## src/rtl/processor_pkg.sv

```systemverilog
// Shared decode constants and the multdiv sequencer state type.
// Latency: n/a (declarations only).
// Backpressure: n/a.
package processor_pkg;

  localparam logic [4:0]  OPC_RTYPE  = 5'b00000;
  localparam logic [4:0]  ALUOP_MUL  = 5'b00110;
  localparam logic [4:0]  ALUOP_DIV  = 5'b00111;
  localparam logic [31:0] STATUS_MUL = 32'd4;
  localparam logic [31:0] STATUS_DIV = 32'd5;

  typedef enum logic [1:0] {
    IDLE  = 2'd0,
    START = 2'd1,
    BUSY  = 2'd2,
    DONE  = 2'd3
  } md_state_t;

endpackage

```

## src/rtl/md_decode.sv

```systemverilog
// Recognises R-type mul/div in the X-stage instruction.
// Latency: combinational.
// Backpressure: none; pure decode.
module md_decode
  import processor_pkg::*;
(
  input  logic [31:0] instruction,
  output logic        is_md,
  output logic        is_div
);

  logic [4:0] opcode;
  logic [4:0] aluop;
  logic       unused_fields;

  assign opcode = instruction[31:27];
  assign aluop  = instruction[6:2];

  // Register fields are irrelevant here; rd==0 is still sequenced.
  assign unused_fields = ^{instruction[26:7], instruction[1:0]};

  assign is_div = (opcode == OPC_RTYPE) && (aluop == ALUOP_DIV);
  assign is_md  = (opcode == OPC_RTYPE) && ((aluop == ALUOP_MUL) || (aluop == ALUOP_DIV));

endmodule

```

## src/rtl/multdiv_sequencer.sv

```systemverilog
// Issues DX mul/div to the multicycle multdiv unit and hands one result to XM.
// Latency: detect -> START pulse -> BUSY (>=1 cycle) -> DONE; 3 cycles minimum.
// Backpressure: stall holds PC/FD/DX until DONE; flush aborts. MD_WATCHDOG_EN bounds BUSY.
module multdiv_sequencer
  import processor_pkg::*;
#(
  parameter int MAX_CYCLES = 40,
  parameter int CNT_W      = 6
) (
  input  logic             clock,
  input  logic             reset,
  input  logic [31:0]      DX_instruction,
  input  logic [31:0]      DX_opA,
  input  logic [31:0]      DX_opB,
  input  logic             flush,
  input  logic [31:0]      md_result,
  input  logic             md_resultRDY,
  input  logic             md_exception,
  output logic             ctrl_MULT,
  output logic             ctrl_DIV,
  output logic [31:0]      md_opA,
  output logic [31:0]      md_opB,
  output logic             stall,
  output logic             md_valid,
  output logic [31:0]      md_wdata,
  output logic             md_overflow,
  output logic [CNT_W-1:0] md_busy_cycles
);

  md_state_t        state;
  md_state_t        state_nxt;
  logic             is_md;
  logic             is_div;
  logic             op_div;
  logic [CNT_W-1:0] cnt;
  logic [CNT_W-1:0] cnt_inc;
  logic [31:0]      wdata_q;
  logic             ovf_q;
  logic [31:0]      status;
  logic             detect;
  logic             rdy_hit;
  logic             wd_hit;

  md_decode u_decode (
    .instruction (DX_instruction),
    .is_md       (is_md),
    .is_div      (is_div)
  );

  assign cnt_inc = (&cnt) ? cnt : cnt + 1'b1;
  assign status  = op_div ? STATUS_DIV : STATUS_MUL;
  // Reset gating keeps stall low while reset is asserted even with a mul in DX.
  assign detect  = reset && (state == IDLE) && is_md && !flush;
  assign rdy_hit = (state == BUSY) && !flush && md_resultRDY;

`ifdef MD_WATCHDOG_EN
  assign wd_hit = (state == BUSY) && !flush && !md_resultRDY && (cnt_inc == CNT_W'(MAX_CYCLES));
`else
  localparam int unused_max_cycles = MAX_CYCLES;
  assign wd_hit = 1'b0;
`endif

  // State register.
  always_ff @(posedge clock or negedge reset) begin
    if (!reset) state <= IDLE;
    else        state <= state_nxt;
  end

  // Next-state: flush wins everywhere past IDLE; DONE always returns to IDLE.
  always_comb begin
    state_nxt = state;
    case (state)
      IDLE:    if (detect) state_nxt = START;
      START:   state_nxt = flush ? IDLE : BUSY;
      BUSY: begin
        if (flush)                  state_nxt = IDLE;
        else if (rdy_hit || wd_hit) state_nxt = DONE;
      end
      DONE:    state_nxt = IDLE;
      default: state_nxt = IDLE;
    endcase
  end

  // Outputs: stall and the start pulse drop in the same cycle as flush.
  always_comb begin
    ctrl_MULT   = 1'b0;
    ctrl_DIV    = 1'b0;
    stall       = 1'b0;
    md_valid    = 1'b0;
    md_wdata    = '0;
    md_overflow = 1'b0;
    case (state)
      IDLE:  stall = detect;
      START: begin
        stall     = !flush;
        ctrl_MULT = !flush && !op_div;
        ctrl_DIV  = !flush && op_div;
      end
      BUSY:  stall = !flush;
      DONE: begin
        md_valid    = !flush;
        md_wdata    = flush ? '0 : wdata_q;
        md_overflow = !flush && ovf_q;
      end
      default: ;
    endcase
  end

  // Operand latch, busy counter and result capture.
  always_ff @(posedge clock or negedge reset) begin
    if (!reset) begin
      md_opA         <= '0;
      md_opB         <= '0;
      op_div         <= 1'b0;
      cnt            <= '0;
      wdata_q        <= '0;
      ovf_q          <= 1'b0;
      md_busy_cycles <= '0;
    end else begin
      if (detect) begin
        md_opA <= DX_opA;
        md_opB <= DX_opB;
        op_div <= is_div;
      end
      if (state == START)     cnt <= '0;
      else if (state == BUSY) cnt <= cnt_inc;
      if (rdy_hit) begin
        wdata_q        <= md_exception ? status : md_result;
        ovf_q          <= md_exception;
        md_busy_cycles <= cnt_inc;
      end else if (wd_hit) begin
        wdata_q        <= status;
        ovf_q          <= 1'b1;
        md_busy_cycles <= cnt_inc;
      end
    end
  end

endmodule
```

## config.mk

```make
export PLATFORM = sky130hd
export DESIGN_NAME = multdiv_sequencer
export DESIGN_NICKNAME = d
export VERILOG_FILES = /design/src/rtl/processor_pkg.sv /design/src/rtl/md_decode.sv /design/src/rtl/multdiv_sequencer.sv
export SDC_FILE = /design/constraint.sdc
export NUM_CORES = 1
export LEC_CHECK = 0
export ABC_AREA = 1
export ABC_CLOCK_PERIOD_IN_PS = 2290
export CORE_UTILIZATION = 38
export CTS_CLUSTER_SIZE = 10
export DETAILED_ROUTE_END_ITERATION = 8
export PLACE_DENSITY_LB_ADDON = 0.05
export SLEW_MARGIN = 15
export SYNTH_ARGS = -nofsm -noshare
export SYNTH_HDL_FRONTEND = slang
export SYNTH_SLANG_ARGS = --single-unit
```

## constraint.sdc

```tcl
create_clock -name clock -period 2.29 [get_ports clock]
set_input_delay 0.458 -clock clock [delete_from_list [all_inputs] [get_ports clock]]
set_output_delay 0.458 -clock clock [all_outputs]
set_load 0.01 [all_outputs]
```

### Yosys cells after proc, flatten, opt, wreduce, memory -nomap -nowiden

Index checks and enable logic that the tools add are counted.
W data, S select, Z words.

* add/sub/neg operators: 1
* eq/ne operators: 7
* muxes and demuxes: 17
* reductions and logical operators: 19

Operators with widths (count)
* $mux W32: 3
* $mux W6: 3
* $eq A5 B3 Y1 const B: 2
* $logic_and A1 B1 Y1: 10
* $mux W2: 4
* $pmux W2 S4: 1
* $add A6 B1 Y6 const B: 1
* $reduce_and A6 Y1: 1
* $logic_not A5 Y1: 1
* $mux W1: 5
* $eq A2 B2 Y1 const B: 2
* $ne A3 B3 Y1 const B: 1
* $eq A2 B1 Y1 const B: 1
* $logic_not A1 Y1: 2
* $logic_not A2 Y1: 1
* $ne A2 B2 Y1 const B: 1
* $pmux W1 S2: 1
* $reduce_and A2 Y1: 1
* $reduce_bool A2 Y1: 1
* $reduce_or A2 Y1: 1
* $logic_or A1 B1 Y1: 1

* flip-flop bits (word level): 112
* output and inout port bits: 107
* logic and storage cells: 52

### Longest topological paths before layout

Gate-level depths: netlist (run 1).

* depth in word-level cells: 7
* mapped depth: 10

### By module

From an unflattened synthesis (run 1), not the netlist that was laid out.

* cells, all modules: 573
* area, all modules: 4855.9 µm²

By module, submodules not included
* multdiv_sequencer: times used 1, cells each 562, area an instance 4809.6 µm², seq. area each 2802.7 µm²
* md_decode: times used 1, cells each 11, area an instance 46.3 µm², seq. area each 0.0 µm²

### Worst setup path before layout (run 1)

No wires, ideal clock.

* path kind: register to output
* from: register state[0]
* to: output port stall
* arrival: 1.337 ns
* data required time: 1.832 ns
* setup slack: 0.495 ns
* cell stages (with the launch flop): 8
* path through: dfrtp_1 > inv_1 > ha_1 > nand2_1 > nor2_1 > nand2_1 > buf_2 > a21oi_1

* longest elaborated chain between the ends: 5
* elaborated cells between the ends (all ways): 8

Ends and longest elaborated chain
* start, declared: line multdiv_sequencer.sv:30 `md_state_t state;`
* start signal, assigned: line multdiv_sequencer.sv:66 `else state <= state_nxt;`
* $logic_not A2 Y1: line multdiv_sequencer.sv:53, multdiv_sequencer.sv:92
* $logic_and A1 B1 Y1 (3 in a row): line multdiv_sequencer.sv:53 `assign detect = reset && (state == IDLE) && is_md && !flush;`
* $pmux W1 S2 *: line multdiv_sequencer.sv:92 `case (state)`
* end, declared: line multdiv_sequencer.sv:23 `output logic stall,`

Mark *: on every way between the ends. The rest lies on a longest branch, timed or not.

### Final worst setup path (run 1)

Ends and elaborated chain as after synthesis.

==> impl_metrics.ini, run 1 <==
[timing]
grt_setup_unrepaired = false
fin_crit_sh_pct = 93.6
fin_ws_ns = 0.146
worst_slew_pin_slew_ns = 0.977
hold_viol = 0
slew_headroom_pct = 34.9
setup_violations = 0
fin_worst_skew_ns = 0.0123
timing_max_transition_violations_final = 0
fin_crit_ns = 2.14
fmax_ghz = 0.466

[critical_path]
cp.arrival_ns = 1.69
end_kind = output pin
cp-start-kind = flop
worstSetupPathType = reg2out
reg2reg_slack_ns = 0.34
r2r-end = state[1]
r2r-start = state[0]
rr_worst_depth = 10
critPathMaxFanout = 4
cp.required_ns = 1.83

[synth]
syn_nets = 712
synth_cells = 573
yosys_register_bits = 112
synth_edf_count = 0
synth-seq-area-share_pct = 57.9
ys.flop_type = dfrtp_1
synth_top_cell_area_share_pct = 57.9
synth.largest_area_cell = dfrtp_1
synth.cell_area_um2 = 4840
avgSynthCellArea_um2 = 8.45
synth_cell_types = 23
netlist_top_cells_area = dfrtp_1, nand2_1, nand3_1
synthArstFlopShare_pct = 100
yosysWarnings = 0

[place]
place_inst = 939
place_congestion = 0.794
dp_hpwl_mm = 9.52
dpl_worst_slack_ns = -0.194
port_buffers = 217

[clock_tree]
cts_buffer_depth = 2
cts_buffers = 9
cts_tree = yes
cts_root_buffer = clkbuf_16
htree_levels = 3
clk_latency_ns = 0.36
cts.sinks = 112
clkSlewWorstSetupHoldPaths_ns = 0.07

[global_route]
grt_usage_pct = 21.5
grt_pass1_wl_mm = 21.7
grt-ovfl-total = 0
antenna_found_initial = 0
grt_pass1_vias = 4378
grt_max_degree = 78

[layout]
syn_to_final_growth_pct = 54.2
finalNonFillerCells = 960
layout-drive-gt1-share_pct = 6.06
antenna_cells = 0
finish.utilization_pct = 61.2
final_nets = 926

[routing]
wirelength_mm = 13.8
wl_met2_mm = 6.31
vias = 4459
highest_layer = met4
drtIter0Drc = 168
wl_met3_mm = 1.21
ant_nets = 0
drt_first_pass_iters = 4
avgRoutedWirePerCell_um = 14.3
drc = 0
m1WireLength_mm = 5.91
vias_per_cell = 4.64

[floorplanning]
die_area_um2 = 13200
fp.dieH_um = 115
die_width_um = 115
io-pin-count = 240
num_rows = 40
start_util_pct = 39.7
core_um2 = 12200

[power]
power_density_nw_per_um2 = 726
vdd_ir_drop_max_v = 0.000352
fin_total_pwr_mw = 5.43
leakage_nw = 3.85

[hold_path]
hp-class = in2async

[status]
status = finished clean

[run]
drv_cap = 0
placed cells by master, fill, tap and decap left out, types with 3 or more instances in the layout:
cell type / netlist / layout
a21oi_1: 6 / 6
buf_4: 10 / 17
clkbuf_16: 0 / 10
clkdlybuf4s50_1: 0 / 179
dfrtp_1: 112 / 112
dlygate4sd2_1: 0 / 35
ha_1: 6 / 5
inv_1: 50 / 50
nand2_1: 201 / 199
nand2_2: 1 / 3
nand3_1: 69 / 69
nor2_1: 42 / 39
nor2_4: 1 / 3
o21ai_0: 35 / 35
o21ai_1: 9 / 9
worst max-delay path by stage:
stage / from / to / slack (ns) / depth (start not counted)
final: state[0] / stall / 0.15 / 7
after global routing: state[1] / stall / 0.03 / 7
after CTS: flush / md_valid / 0.01 / 6
after detailed placement: DX_instruction[27] / stall / -0.19 / 7
after global placement: DX_instruction[27] / stall / -0.20 / 7
after floorplan: state[0] / stall / 0.49 / 7
repair_timing:
item	4_1_cts	5_1_grt
endpoints found under the setup margin	37	2
gates cloned	0	1
pin swaps	0	1
gates resized for setup	38	3
buffers inserted	0	4
hold buffers	0	0
metrics by stage:
stage,TNS [ns],instance area [µm²],hold slack [ns]
finish,0,7470,0.139
global route,0,7470,0.179
CTS,0,7420,0.159
detailed placement,-3.21,7160,0.458
global placement,-2.84,7160,0.453
floorplan,0,4840,0.162
cells by family (layout without fill, tap and decap cells):
logic type,count (synthesis),count (layout),synth area share (%)
adders and majority gates,6,6,1.55
DFF,112,112,57.9
AOI/OAI and AO/OA,52,52,5.45
buffers and inverters,83,302,7.98
xor gates and xnor gates,1,1,0.181
and+or+nand+nor,319,319,27.0
critical path: stages (launching register included):
cell	delay (ns)
dfrtp_1	0.42
inv_1	0.13
ha_1	0.21
nand2_1	0.10
nor2_4	0.12
nand2_2	0.06
a21oi_1	0.12
clkbuf_2	0.16
flip-flops by register name (all words and copies together), names as in the netlist:
name	flops
md_opA	32
md_opB	32
wdata_q	32
cnt	6
md_busy_cycles	6
state	2
op_div	1
ovf_q	1
metal layers:
layer	vias to the layer above	GRT usage, %
met5	-	0
met4	0	9.52
met3	20	7.01
met2	160	34.8
met1	2070	26.2
li1	2209	-
where the power goes:
part / internal (mW) / switching (mW) / leakage [nW]
clock network: 0.849 / 0.737 / 0.141
registers: 2.34 / 0.143 / 1.46
logic: 0.632 / 0.727 / 2.25
total: 3.82 / 1.61 / 3.85
Yosys cell counts (all sizes together) (2+ instances only):
cell,number
a21oi,6
buf,25
clkbuf,7
dfrtp,112
ha,6
inv,51
nand2,202
nand3,69
nor2,44
o21ai,44
or2,2
layout make-up:
cell class / count / area, µm²
Inverter: 51 / 191
Timing Repair Buffer: 235 / 2290
Multi-Input combinational cell: 378 / 1680
Fill cell: 1132 / 4740
Clock buffer: 9 / 225
Clock inverter: 7 / 72.6
Sequential cell: 112 / 2800
Tap cell: 168 / 210
Power figures use the tool's default switching activity.
==> run 2: changes to the inputs <==
- MAX_ROUTING_LAYER: default -> met4
- SYNTH_HIERARCHICAL: default -> 1
==> run 2 against run 1 <==
Fmax fell by 3.2%. Design area increased by 0.57%. Sequential share of layout area down 0.21 points. Final cell count is 0.42% higher. Power shrank 0.69%. Area after synthesis is 0.23% higher. Global-route usage shrank 0.64 points. Critical endpoint unchanged. Via count decreased by 4.2%. Flip-flop and latch count stayed put. Highest routed layer unchanged. Clock power shrank 5%. First-iteration DRC count increased by 9.5%.
==> impl_metrics.ini, run 2 <==
[place]
dp_hpwl_mm = 9.22
place_congestion = 0.818
port_buffers = 217
dpl_worst_slack_ns = -0.487

[critical_path]
cp-start-kind = primary input
critPathMaxFanout = 2
worstSetupPathType = in2out
max_stage_delay_ns = 0.41
cp.required_ns = 1.83
cp.arrival_ns = 1.76
path_cells = clkdlybuf4s50_1 -> nor2_2 -> nand3_2 -> nor2_4 -> buf_4 -> nand4_4 -> a21oi_1 -> buf_2
r2r-start = state[1]
end_kind = output pin
cpMaxStageDelayCell = clkdlybuf4s50_1
startpoint = DX_instruction[31]

[floorplanning]
core_um2 = 12200
fp.dieH_um = 115
die_area_um2 = 13200
io-pin-count = 240
die_width_um = 115
start_util_pct = 39.8
num_rows = 40

[routing]
vias = 4271
drt_first_pass_iters = 5
vias_per_cell = 4.43
drc = 0
drtIter0Drc = 184
avgRoutedWirePerCell_um = 13.4
ant_nets = 0
wirelength_mm = 12.9

[timing]
timing_max_transition_violations_final = 0
fin_crit_sh_pct = 96.7
hold_viol = 0
setup_violations = 0
slew_headroom_pct = 39.5
worst_slew_pin_slew_ns = 0.907
fin_crit_ns = 2.21
fin_ws_ns = 0.0751
fin_worst_skew_ns = 0.00502
fmax_ghz = 0.451

[synth]
ys.flop_type = dfrtp_1
synth.largest_area_cell = dfrtp_1
yosys_register_bits = 112
netlist_top_cells_area = dfrtp_1, nand2_1, inv_1
yosys.cell_count.top_type = nand2_1
synth_top_cell_area_share_pct = 57.7
yosysWarnings = 6
synth.cell_area_um2 = 4860
avgSynthCellArea_um2 = 8.47
synth_cells = 573
synth_cell_types = 23
synthArstFlopShare_pct = 100
synth-seq-area-share_pct = 57.7
syn_nets = 712
synth_edf_count = 0
synth_common_cells = nand2_1, dfrtp_1, inv_1, o21ai_0, nor2_1

[power]
seqPwrFrac_pct = 46.3
combinationalPowerShare_pct = 25.6
switching_share_pct = 28.8
clockPowerShare_pct = 28.1
vdd_ir_drop_max_v = 0.000331
power_density_nw_per_um2 = 717
leakage_nw = 3.82
switching_power_mw = 1.55
p_int_mw = 3.84
fin_total_pwr_mw = 5.39

[layout]
final_cell_mix = clkdlybuf4s50_1, nand2_1, inv_1, dfrtp_1, o21ai_0
syn_to_final_growth_pct = 54.7
final_common_cell = clkdlybuf4s50_1
antenna_cells = 0
top_regs = md_opA x32, md_opB x32, wdata_q x32
final_nets = 931
finish.utilization_pct = 61.5
layout-drive-gt1-share_pct = 6.03

[clock_tree]
cts_root_buffer = clkbuf_16
cts_hold_buf = 0
htree_levels = 3
clkSlewWorstSetupHoldPaths_ns = 0.07
cts_buffers = 9
clk_latency_ns = 0.34
cts_buffer_depth = 2
cts_tree = yes
cts.sinks = 112

[status]
status = finished clean

[global_route]
grt_pass1_wl_mm = 20.5
grt_usage_pct = 20.8
grt_max_degree = 132
antenna_found_initial = 0
grt-ovfl-total = 0
grt_pass1_vias = 4303

[hold_path]
hp-class = in2async

[run]
drv_cap = 0
-- run 2: changes by cell type after synthesis, sizes merged, moves of 2 or more --
cell	delta
inv	+64
nand2	-57
o211ai	+2
o21ai	+55
nor2	+4
nand3	-59
nand4	+3
or2	-2
buf	-7
-- run 2: cells by family after synthesis --
group	count (synthesis)	synth area share [%]
buf+inv	140	12.0
fa+ha+maj	6	1.55
compound gates	107	11.3
flops	112	57.7
simple gates	208	17.5
-- run 2: final cells by class --
| class | instances | area, µm² |
|---|---|---|
| Timing Repair Buffer | 233 | 2300 |
| Clock buffer | 12 | 236 |
| Inverter | 115 | 432 |
| Fill cell | 1125 | 4700 |
| Multi-Input combinational cell | 321 | 1490 |
| Sequential cell | 112 | 2800 |
| Tap cell | 168 | 210 |
| Clock inverter | 3 | 43.8 |
-- run 2: metrics by stage --
step | hold slack [ns] | instance area (µm²) | instances | setup TNS [ns]
2_1_floorplan | 0.162 | 4860 | 573 | 0
3_3_place_gp | 0.461 | 7190 | 943 | -18.25
3_5_place_dp | 0.466 | 7190 | 943 | -22.68
4_1_cts | 0.234 | 7470 | 960 | -0.0589
5_1_grt | 0.264 | 7510 | 964 | -0.00161
6_report | 0.225 | 7510 | 964 | 0
-- run 2: metal layers --
metal	up-vias	part of all wire (%)	track usage, %
met5	-	0	-
met4	0	2.7	9.70
met3	21	8.3	6.27
met2	159	47	33.2
met1	1929	42	24.2
li1	2162	-	-
-- run 2: critical path: cells and delay by family --
kind / cells / cell delay, ns
AOI/OAI and AO/OA: 1 / 0.12
buffers and inverters: 3 / 0.68
and+or+nand+nor: 4 / 0.50
-- run 2: worst paths after layout --
path,slack [ns],cells past startpoint,to
setup / recovery,0.08,8,stall
hold / removal,0.23,2,wdata_q[8]
setup reg to reg,0.27,9,state[0]
hold reg to reg,0.48,2,md_opA[18]
max in group asynchronous,0.75,3,md_busy_cycles[2]
min in group clock,0.48,2,md_opA[18]
-- run 2: power groups by stage --
stage                     clock network [mW]  registers [mW]  logic, mW
after floorplan                            0            2.51      0.716
after global placement                     0            2.51       1.32
after detailed placement                   0            2.53       1.36
after CTS                               1.58            2.49       1.36
after global routing                    1.65            2.53       1.57
final                                   1.51            2.49       1.38
-- run 2: what timing repair did --
action | 4_1_cts | 5_1_grt
setup endpoints to repair | 40 | 20
gates cloned | 1 | 0
buffers inserted | 1 | 4
gates resized for setup | 42 | 17
pin swaps | 0 | 4
==> run 3: changes to the inputs <==
- CORE_MARGIN: default -> 8
==> run 3 against run 2 <==
Routed wire length is 6.5% higher. Critical path depth down 2. Flip-flop and latch count did not move. Final cell count grew 0.73%. Design area rose by 0.72%. Utilization down 1.3 points. Non-clock buffer count rose by 1. Global-route usage fell by 3.5 points. Register-to-register slack improved by 0.06 ns. Critical endpoint is now md_wdata[3].
==> impl_metrics.ini, run 3 (synthesis results as in run 2) <==
[power]
switching_power_mw = 1.58
clockPowerShare_pct = 29.8
power_density_nw_per_um2 = 728
vdd_ir_drop_max_v = 0.000369
combinationalPowerShare_pct = 25.1
fin_total_pwr_mw = 5.51
p_int_mw = 3.93
switching_share_pct = 28.7
leakage_nw = 3.88
seqPwrFrac_pct = 45.2

[critical_path]
cp.arrival_ns = 1.76
r2r-start = state[0]
worstSetupPathType = reg2out
cp.required_ns = 1.83
reg2reg_slack_ns = 0.33
cp-endpoint = md_wdata[3]
rr_worst_depth = 7
end_kind = output pin
cp-start-kind = flop
critPathMaxFanout = 17
r2r-end = md_opA[22]
startpoint = state[0]

[layout]
top_regs = md_opA x32, md_opB x32, wdata_q x32
final_cell_mix = clkdlybuf4s50_1, nand2_1, inv_1, dfrtp_1, o21ai_0
finalNonFillerCells = 971
syn_to_final_growth_pct = 55.8
final_common_cell = clkdlybuf4s50_1
final_nets = 932
final.fill_count = 1139
layout-drive-gt1-share_pct = 6.14

[floorplanning]
core_um2 = 12600
die_width_um = 129
die_area_um2 = 16700
num_rows = 41
start_util_pct = 38.6
io-pin-count = 240
fp.dieH_um = 129

[timing]
hold_ws_ns = 0.251
fin_worst_skew_ns = 0.00896
fmax_ghz = 0.452
setup_violations = 0
hold_viol = 0
slew_headroom_pct = 47.9
worst_slew_pin_slew_ns = 0.782
fin_ws_ns = 0.0753
fin_crit_sh_pct = 96.7
fin_crit_ns = 2.21
timing_max_transition_violations_final = 0

[clock_tree]
htree_levels = 3
cts_hold_buf = 0
clkSlewWorstSetupHoldPaths_ns = 0.07
cts_buffer_depth = 2
cts_root_buffer = clkbuf_16
cts_tree = yes
cts.sinks = 112
clk_latency_ns = 0.35
cts_buffers = 9

[run]
drv_cap = 0

[status]
status = finished clean

[place]
dp_hpwl_mm = 10.5
place_congestion = 0.782
port_buffers = 217
place_inst = 950
dpl_worst_slack_ns = -0.404

[routing]
drt_first_pass_iters = 4
drtIter0Drc = 292
vias_per_cell = 4.38
wirelength_mm = 13.7
ant_nets = 0
drc = 0
vias = 4249
avgRoutedWirePerCell_um = 14.1

[global_route]
grt_usage_pct = 17.4
grt_pass1_wl_mm = 21.9
antenna_found_initial = 1
grt_max_degree = 82
grt-ovfl-total = 0
grt_pass1_vias = 4311

[hold_path]
hp-class = in2async
## run 3: area by class of cell
class | count | area, µm² | area share (%)
tap | 172 | 215 | 2.84
clock buffer | 12 | 267 | 3.52
antenna | 1 | 2.50 | 0.0331
multi-input combinational | 321 | 1480 | 19.6
inverter | 115 | 432 | 5.70
sequential | 112 | 2800 | 37.0
timing repair buffer | 234 | 2320 | 30.6
clock inverter | 4 | 51.3 | 0.678
## run 3: power groups by stage
stage          logic, mW  registers (mW)  clock network (mW)
2_1_floorplan      0.716            2.51                   0
3_3_place_gp        1.35            2.51                   0
3_5_place_dp        1.39            2.53                   0
4_1_cts             1.39            2.49                1.69
5_1_grt             1.59            2.53                1.76
6_report            1.38            2.49                1.64
## run 3: metrics by stage
step	setup TNS, ns	utilization (%)	instance area, µm²
final	0	60.2	7570
after global routing	-0.00769	60.2	7570
after CTS	0	60.0	7550
after detailed placement	-4.52	57.5	7230
after global placement	-2.33	57.5	7230
after floorplan	0	-	4860
## run 3: routing by layer
metal	global-route usage, %	vias up	share of wire [%]
met1	20.3	1904	43
met3	6.74	15	9.6
met2	26.9	152	46
met5	-	-	0
met4	5.81	0	1.5
li1	-	2178	-
## run 3: worst max-delay path, cell delays in order (launching register included)
cell,delay [ns]
dfrtp_1,0.40
ha_1,0.22
nand2_2,0.10
buf_4,0.15
buf_12,0.14
nor2_1,0.10
dlygate4sd2_1,0.29
## run 3: timing repair
action                                  in CTS  in global routing
buffers inserted                             2                  1
endpoints found under the setup margin      37                  4
gates resized for setup                     41                  4
pin swaps                                    1                  1
cloned                                       1                  0
## run 3: how the worst min path moves through the flow
stage / start / endpoint / cells past startpoint
after global placement: md_opA[24] / md_opA[24] / 2
after global routing: reset / state[1] / 2
final: reset / state[0] / 2
after CTS: reset / state[1] / 2
after floorplan: reset / cnt[0] / 0
after detailed placement: md_busy_cycles[5] / md_busy_cycles[5] / 2
